$ cat config.mk
export PLATFORM = sky130hd
export DESIGN_NAME = debug_reg_writer
export DESIGN_NICKNAME = d
export VERILOG_FILES = /design/src/rtl/debug_writer_pkg.sv /design/src/rtl/key_edge_detect.sv /design/src/rtl/debug_reg_writer.sv
export SDC_FILE = /design/constraint.sdc
export NUM_CORES = 1
export LEC_CHECK = 0
export CORE_MARGIN = 2
export CORE_UTILIZATION = 50
export DETAILED_ROUTE_END_ITERATION = 7
export GPL_TIMING_DRIVEN = 0
export PLACE_DENSITY_LB_ADDON = 0.15
export SYNTH_ARGS = -nofsm -noshare
export SYNTH_HDL_FRONTEND = slang
export SYNTH_SLANG_ARGS = --single-unit
$ cat constraint.sdc
create_clock -name clk -period 4 [get_ports clk]
set_clock_uncertainty 0.05 [all_clocks]
set_input_delay 0.6 -clock clk [delete_from_list [all_inputs] [get_ports clk]]
set_output_delay 0.6 -clock clk [all_outputs]
set_load 0.01 [all_outputs]
$ cat src/rtl/debug_writer_pkg.sv
// Shared types and constants for the debug register writer: FSM states,
// the nibble-slot helper and the read-only x0 register address.
package debug_writer_pkg;

  typedef enum logic [1:0] {
    IDLE  = 2'd0,
    ENTER = 2'd1,
    REQ   = 2'd2
  } state_e;

  localparam int DEFAULT_DATA_W = 32;
  localparam int NIBBLES        = DEFAULT_DATA_W / 4;

  // Register x0 is hardwired to zero in the core, so writes to it are refused.
  localparam int X0_ADDR = 0;

  function automatic int nibble_slots(input int data_w);
    return data_w / 4;
  endfunction

endpackage

$ cat src/rtl/key_edge_detect.sv
// Rising-edge detector for a debounced key level. The previous sample resets
// high so a key held through reset must be released before it can fire.
module key_edge_detect (
  input  logic clk,
  input  logic reset,
  input  logic key,
  output logic key_rise
);

  logic prev_reg;

  always_ff @(posedge clk or posedge reset) begin
    if (reset) prev_reg <= 1'b1;
    else       prev_reg <= key;
  end

  assign key_rise = key & ~prev_reg;

endmodule

$ cat src/rtl/debug_reg_writer.sv
// Builds a hex word from switch nibbles and key presses, then writes it into
// the core's register file over a req/ack port with a bounded wait.
module debug_reg_writer
  import debug_writer_pkg::*;
#(
  parameter int DATA_W      = 32,
  parameter int ADDR_W      = 5,
  parameter int TIMEOUT_CYC = 1024
) (
  input  logic              clk,
  input  logic              reset,
  input  logic [3:0]        sw_nibble,
  input  logic [ADDR_W-1:0] sw_addr,
  input  logic              key_load,
  input  logic              key_commit,
  input  logic              key_cancel,
  output logic              wr_req,
  output logic [ADDR_W-1:0] wr_addr,
  output logic [DATA_W-1:0] wr_data,
  input  logic              wr_ack,
  output logic [7:0]        entry_preview,
  output logic [3:0]        nibble_count,
  output logic              busy,
  output logic              done,
  output logic              err
);

  localparam int          NIB      = nibble_slots(DATA_W);
  localparam logic [3:0]  NIB_MAX  = 4'(NIB);
  localparam int          TW       = (TIMEOUT_CYC > 2) ? $clog2(TIMEOUT_CYC) : 1;
  localparam logic [TW-1:0] TMO_LAST = TW'(TIMEOUT_CYC - 1);
  localparam logic [ADDR_W-1:0] ADDR_X0 = ADDR_W'(X0_ADDR);

  state_e            state_reg;
  logic [DATA_W-1:0] entry_reg;
  logic [3:0]        count_reg;
  logic [TW-1:0]     tmo_reg;
  logic              load_rise, commit_rise, cancel_rise;
  logic [DATA_W-1:0] entry_shifted;

  key_edge_detect u_load_edge (
    .clk(clk), .reset(reset), .key(key_load), .key_rise(load_rise)
  );
  key_edge_detect u_commit_edge (
    .clk(clk), .reset(reset), .key(key_commit), .key_rise(commit_rise)
  );
  key_edge_detect u_cancel_edge (
    .clk(clk), .reset(reset), .key(key_cancel), .key_rise(cancel_rise)
  );

  assign entry_shifted = {entry_reg[DATA_W-5:0], sw_nibble};

  always_ff @(posedge clk or posedge reset) begin
    if (reset) begin
      state_reg <= IDLE;
      entry_reg <= '0;
      count_reg <= '0;
      tmo_reg   <= '0;
      wr_req    <= 1'b0;
      wr_addr   <= '0;
      wr_data   <= '0;
      done      <= 1'b0;
      err       <= 1'b0;
    end else begin
      done <= 1'b0;
      err  <= 1'b0;
      case (state_reg)
        IDLE, ENTER: begin
          // cancel > commit > load; lower-priority edges in the same cycle are dropped
          if (cancel_rise) begin
            entry_reg <= '0;
            count_reg <= '0;
            state_reg <= IDLE;
          end else if (commit_rise) begin
            if (sw_addr == ADDR_X0) begin
              err <= 1'b1;
            end else begin
              wr_addr   <= sw_addr;
              wr_data   <= entry_reg;
              wr_req    <= 1'b1;
              tmo_reg   <= '0;
              state_reg <= REQ;
            end
          end else if (load_rise) begin
            entry_reg <= entry_shifted;
            if (state_reg == IDLE)        count_reg <= 4'd1;
            else if (count_reg < NIB_MAX) count_reg <= count_reg + 4'd1;
            state_reg <= ENTER;
          end
        end
        REQ: begin
          if (wr_ack) begin
            wr_req    <= 1'b0;
            done      <= 1'b1;
            entry_reg <= '0;
            count_reg <= '0;
            state_reg <= IDLE;
          end else if (tmo_reg == TMO_LAST) begin
            // Abandon the write but keep the entry so the user can retry
            wr_req    <= 1'b0;
            err       <= 1'b1;
            state_reg <= (count_reg == 4'd0) ? IDLE : ENTER;
          end else begin
            tmo_reg <= tmo_reg + 1'b1;
          end
        end
        default: state_reg <= IDLE;
      endcase
    end
  end

  assign busy          = (state_reg == REQ);
  assign entry_preview = entry_reg[7:0];
  assign nibble_count  = count_reg;

endmodule

==> impl_metrics.csv, run 1 <==
group,metric,value,unit
setup_path,crit_path_max_incr_delay,0.63,ns
synth,synth_cell_type_count,38,
pwr,p_clk_frac,0.248,
floorplanning,num_io_pins,68,
layout,final_common_cell,"nand2_1",
grt,met2_usage,0.326,
floorplanning,core_area,7610,sq um
detailed_routing,vias,3128,
cts,h-tree-depth,3,
floorplanning,die_h,92.1,um
cts,cts_hold_buf,0,
detailed_routing,drc,0,
setup_path,crit_chain,"clkdlybuf4s50_1, nor2b_1, nor2_1, o21ai_1, clkbuf_1, nand2_1, o21ai_0",
setup_path,startpoint_type,"input pin",
synth,yosysWarnings,0,
synth,synth_top_area_share,0.568,
placement,finalWeightedCongestion,0.808,
cts,cts-root-buf,"clkbuf_8",
timing,period_share,0.609,
synth,synthTopCellsByArea,"dfrtp_1 (57%), nand2_1 (18%), o21ai_0 (5.2%), dfstp_2 (2.0%), nor2_1 (1.6%)",
pwr,vdd_drop_max,0.302,mV
grt,grtUsageMet3,0.0419,
timing,finalSetupViolCount,0,
placement,detailed_place.area,4710,sq um
detailed_routing,post_drt_wl_per_cell,13.2,um
synth,yosys.area.top_type,"dfrtp_1",
pwr,cellPowerDensity,502,nW/um^2
synth,syn_nets,450,
floorplanning,die-area,8480,sq um
detailed_routing,routed_via_density,5.06,
layout,syn2layout_area_growth,26.3,%
layout,layout_common_cells,"nand2_1 (186), dfrtp_1 (88), clkdlybuf4s50_1 (67)",
timing,worst_pin_slew,0.781,ns
detailed_routing,drtAntennaViolNets,0,
floorplanning,initial_core_util,0.510,
min_path,min_path_type,"reg -> reg",
setup_path,crit_required,4.20,ns
synth,ys_ff_latch,91,
synth,yosysSeqAreaShare,0.588,
timing,fmax,410,MHz
grt,grtUsageTotal,0.210,
layout,drive_above_1_share,0.0775,
layout,register_area,2280,sq um
status,status,"finished, final reports clean",
layout,fin_nets,529,
layout,final_cell_area,4900,sq um
pwr,intPower,1700,uW
synth,syn-cell-area,3880,sq um
timing,drv_slew,0,
detailed_routing,routed_wl,8.16,mm
grt,busiest_layer,"met2",
setup_path,path_max_fanout,10,
floorplanning,die_x,92.1,um
pwr,sw_frac_of_total,0.307,
cts,clock_path_buffers,2,
job,maxCapViolCount,0,
timing,hold_viol_final,0,
timing,fin_crit,2.44,ns
floorplanning,fp-row-count,32,
setup_path,crit_buf_inv,2,
pwr,comb_power_share,0.261,
grt,overflow,0,
detailed_routing,drtIter0Drc,137,
setup_path,cp_slowest_cell,"o21ai_1",
grt,grt_pass1_wl,14.2,mm
setup_path,criticalPathCategory,"in -> reg",
timing,slew_headroom,0.476,
cts,ctsResizeCount,0,
grt,grt_pass1_vias,3030,
layout,fillers,651,
cts,clkTransAtPathRegs,0.09,ns
cts,cts_sinks,91,
layout,multi_input_comb_area,1410,sq um
cts,cts_buffers,9,
pwr,leakage,0.00232,uW
pwr,power.switching,754,uW
setup_path,crit_family,"buffers and inverters",
cts,post-cts-setup-buffers,0,
setup_path,worstPathArrival,2.64,ns
synth,synth_cells,432,
pwr,seq_power_share,0.491,
synth,avgSynthCellArea,8.98,sq um
grt,gr-usage-met1,0.296,
layout,final_util,0.644,
setup_path,crit_path_end_kind,"flop",
grt,grt_max_degree,61,
layout,antenna_cells,0,
cts,cts_tree,"yes",
grt,antenna_found_initial,0,
placement,dp_hpwl,5.73,mm
detailed_routing,first_pass_iters,4,
placement,numPortBuffers,67,
cts,clock_latency,0.35,ns
timing,rsz0062_at_grt,"false",
-- cells in the mapped netlist, drive strengths merged --
master / count
a21oi: 10
a22o: 2
a31o: 1
a31oi: 3
and2: 4
and3: 1
and4: 1
buf: 15
clkbuf: 13
dfrtp: 88
dfstp: 3
ha: 3
inv: 8
mux2i: 2
nand2: 186
nand2b: 4
nand3: 5
nand4: 1
nor2: 17
nor2b: 2
nor3: 4
o21ai: 49
o21ba: 1
o221ai: 1
o22a: 1
o22ai: 2
o31ai: 1
o32ai: 1
o41ai: 1
or3: 1
or3b: 1
-- path summary, 6_finish.rpt --
check	slack, ns	cells after the start	start	end
worst max-delay path	1.56	7	key_commit	entry_reg[4]
worst min-delay path	0.43	2	wr_addr[2]	wr_addr[2]
worst max register to register	1.79	6	u_cancel_edge.prev_reg	entry_reg[4]
worst min register to register	0.43	2	wr_addr[2]	wr_addr[2]
max in group asynchronous	2.68	3	reset	u_cancel_edge.prev_reg
min in group asynchronous	0.56	2	reset	entry_reg[24]
-- area by class of cell --
cell class              instances  share of cell area
repair buffers                 68               0.142
clock buffers                  10              0.0260
well taps                     102              0.0260
inverters                       8             0.00664
plain buffers                  28              0.0317
multi-input cells             305               0.288
clock inverters                 6              0.0133
flip-flops and latches         91               0.465
-- power by group through the flow --
stage	registers (uW)	clock network, uW	logic, uW
final	1210	609	642
after global routing	1230	659	716
after floorplan	1240	0	285
after global placement	1220	0	627
after detailed placement	1220	0	646
after CTS	1210	622	651
-- worst reg2reg max path: stages (launching register included) --
cell      delay [ns]
dfstp_2         0.53
nand2b_1        0.16
nand2b_1        0.12
o21ai_1         0.63
clkbuf_1        0.41
nand2_1         0.12
o21ai_0         0.10
-- metrics by stage --
stage                     std cells  hold WS [ns]  power, uW  setup slack [ns]  setup TNS (ns)
after floorplan                 432         0.389       1530             0.991               0
after global placement          601         0.405       1850            -0.408          -35.54
after detailed placement        602         0.411       1870              1.22               0
after CTS                       618         0.433       2480              1.55               0
after global routing            618         0.453       2610              1.36               0
final                           618         0.429       2460              1.56               0
-- kinds of logic after synthesis --
family,after synthesis,share of synthesized area
flops,91,0.588
mux,2,0.00516
buf+inv,36,0.0477
compound gates,73,0.113
fa+ha+maj,3,0.00968
simple gates,227,0.236
-- layer usage --
layer	up-vias	share of wire
li1	1547	-
met1	1495	0.48
met2	76	0.46
met3	10	0.054
met4	0	0.015
met5	-	0
(Power assumes the default switching activity.)
==> run 2, diff against run 1 <==
CORE_UTILIZATION = 47   (was 50)
clock period = 2 ns   (was 4 ns; I/O delays follow)
==> impl_metrics.csv, run 2 (synthesis gave the netlist of run 1 again) <==
group,metric,value,unit
layout,register_area,2280,sq um
timing,setup_ws,-0.000308,ns
grt,antenna_found_initial,0,
setup_path,crit_chain,"buf_6, or3b_4, buf_6, a31oi_4, a21oi_4, o41ai_2",
timing,tns,-0.000308,ns
setup_path,crit_path_max_incr_delay,0.38,ns
layout,layout_common_cells,"nand2_1 (185), dfrtp_1 (88), clkdlybuf4s50_1 (66)",
min_path,min_from,"key_load",
setup_path,startpoint_type,"flop",
cts,clkTransAtPathRegs,0.09,ns
grt,overflow,0,
placement,finalWeightedCongestion,0.817,
setup_path,worstPathArrival,2.18,ns
timing,hold_viol_final,0,
cts,cts_buffers,9,
grt,grt_pass1_vias,3000,
cts,clock_latency,0.35,ns
timing,rsz0062_at_grt,"true",
pwr,finalPower,5070,uW
detailed_routing,vias,3144,
setup_path,path_max_fanout,10,
cts,h-tree-depth,3,
setup_path,crit_buf_inv,2,
layout,stdcell_count,624,
min_path,worstHoldPathCells,1,
grt,grt_max_degree,33,
pwr,leakage,0.00240,uW
cts,cts_sinks,91,
floorplanning,fp-row-count,33,
grt,grtUsageTotal,0.206,
layout,multi_input_comb_area,1430,sq um
min_path,hold_path_end,"u_load_edge.prev_reg",
setup_path,rr_endpoint,"tmo_reg[9]",
setup_path,crit_family,"compound AO/OA/AOI/OAI gates",
timing,finalSetupViolCount,1,
layout,antenna_cells,0,
cts,cts_tree,"yes",
timing,worst_pin_slew,0.708,ns
placement,dpl.cell_count,606,
detailed_routing,routed_wl,8.63,mm
timing,period_share,1.00,
detailed_routing,first_pass_iters,4,
grt,grt_pass1_wl,14.4,mm
detailed_routing,routed_via_density,5.04,
job,maxCapViolCount,0,
pwr,vdd_drop_max,0.599,mV
timing,fmax,500,MHz
layout,syn2layout_area_growth,28.4,%
floorplanning,initial_core_util,0.479,
floorplanning,die_x,94.9,um
setup_path,crit_path_frequent_cell,"buf_6",
layout,fin_nets,532,
layout,final_common_cell,"nand2_1",
status,status,"finished with violations",
timing,fin_crit,2.00,ns
placement,numPortBuffers,67,
timing,hold_ws,0.324,ns
cts,cts-root-buf,"clkbuf_8",
cts,clock_path_buffers,2,
setup_path,cp_slowest_cell,"or3b_4",
setup_path,r2r-start,"state_reg[1]",
timing,slew_headroom,0.527,
setup_path,crit_required,2.18,ns
layout,fillers,724,
detailed_routing,post_drt_wl_per_cell,13.8,um
detailed_routing,drtAntennaViolNets,0,
setup_path,criticalPathCategory,"reg -> reg",
setup_path,reg2reg_depth,6,
setup_path,r2r_slack,-0.0003,ns
floorplanning,core_area,8090,sq um
placement,dp_hpwl,5.96,mm
cts,cts_hold_buf,0,
detailed_routing,drc,0,
status,violations,"negative setup slack",
floorplanning,die-area,9000,sq um
pwr,cellPowerDensity,1020,nW/um^2
min_path,min_path_type,"in -> reg",
floorplanning,num_io_pins,68,
timing,drv_slew,0,
floorplanning,die_h,94.9,um
setup_path,crit_path_end_kind,"flop",
detailed_routing,drtIter0Drc,104,
layout,drive_above_1_share,0.108,
-- run 2: cell count changes in the layout (fill, tap and decap cells not counted), sizes merged --
cell,change
buf,+2
bufinv,+1
clkbuf,+3
clkdlybuf4s50,-1
clkinv,-2
clkinvlp,+1
dlymetal6s2s,+1
inv,-2
-- run 2: worst max path at each step --
stage	slack [ns]	startpoint	cells past startpoint	to
finish	-0.0003	state_reg[1]	6	tmo_reg[9]
global route	-0.05	state_reg[1]	6	tmo_reg[9]
CTS	0.009	tmo_reg[0]	6	tmo_reg[9]
detailed placement	-0.52	key_cancel	8	wr_data[18]
global placement	-0.49	key_cancel	8	wr_data[0]
floorplan	0.28	tmo_reg[0]	7	tmo_reg[9]
-- run 2: routing by layer --
| metal | global-route usage | vias up | wire length (um) |
|---|---|---|---|
| met4 | 0.0845 | 0 | 140 |
| met1 | 0.285 | 1517 | 4150 |
| met3 | 0.0423 | 11 | 373 |
| met5 | 0 | - | 0 |
| li1 | - | 1548 | - |
| met2 | 0.316 | 68 | 3970 |
-- run 2: cell type report --
class | count | area share
Inverter | 8 | 0.00678
Clock inverter | 4 | 0.0153
Sequential cell | 91 | 0.458
Tap cell | 105 | 0.0264
Multi-Input combinational cell | 305 | 0.287
Buffer | 28 | 0.0339
Timing Repair Buffer | 71 | 0.146
Clock buffer | 12 | 0.0271
-- run 2: where the power goes --
group          internal [uW]  switching [uW]
Clock                    709             634
Combinational            677             629
Sequential              2170             258
Total                   3550            1520
-- run 2: timing repair --
action                     CTS  global route
setup endpoints to repair   54            61
pin swaps                    1             0
gates resized for setup      5            21
buffers inserted             1             1
-- run 2: worst register-to-register path, cell delays in order (launching register included) --
cell and delay (ns):
dfrtp_1 0.37, buf_6 0.15, or3b_4 0.38, buf_6 0.15, a31oi_4 0.31, a21oi_4 0.12
o41ai_2 0.34
-- run 2: through the flow --
stage	utilization	area (sq um)	setup slack, ns
final	0.616	4980	-0.000308
after global routing	0.616	4980	-0.0542
after CTS	0.613	4960	0.00939
after detailed placement	0.584	4730	-0.524
after global placement	0.579	4690	-0.488
after floorplan	-	3880	0.282
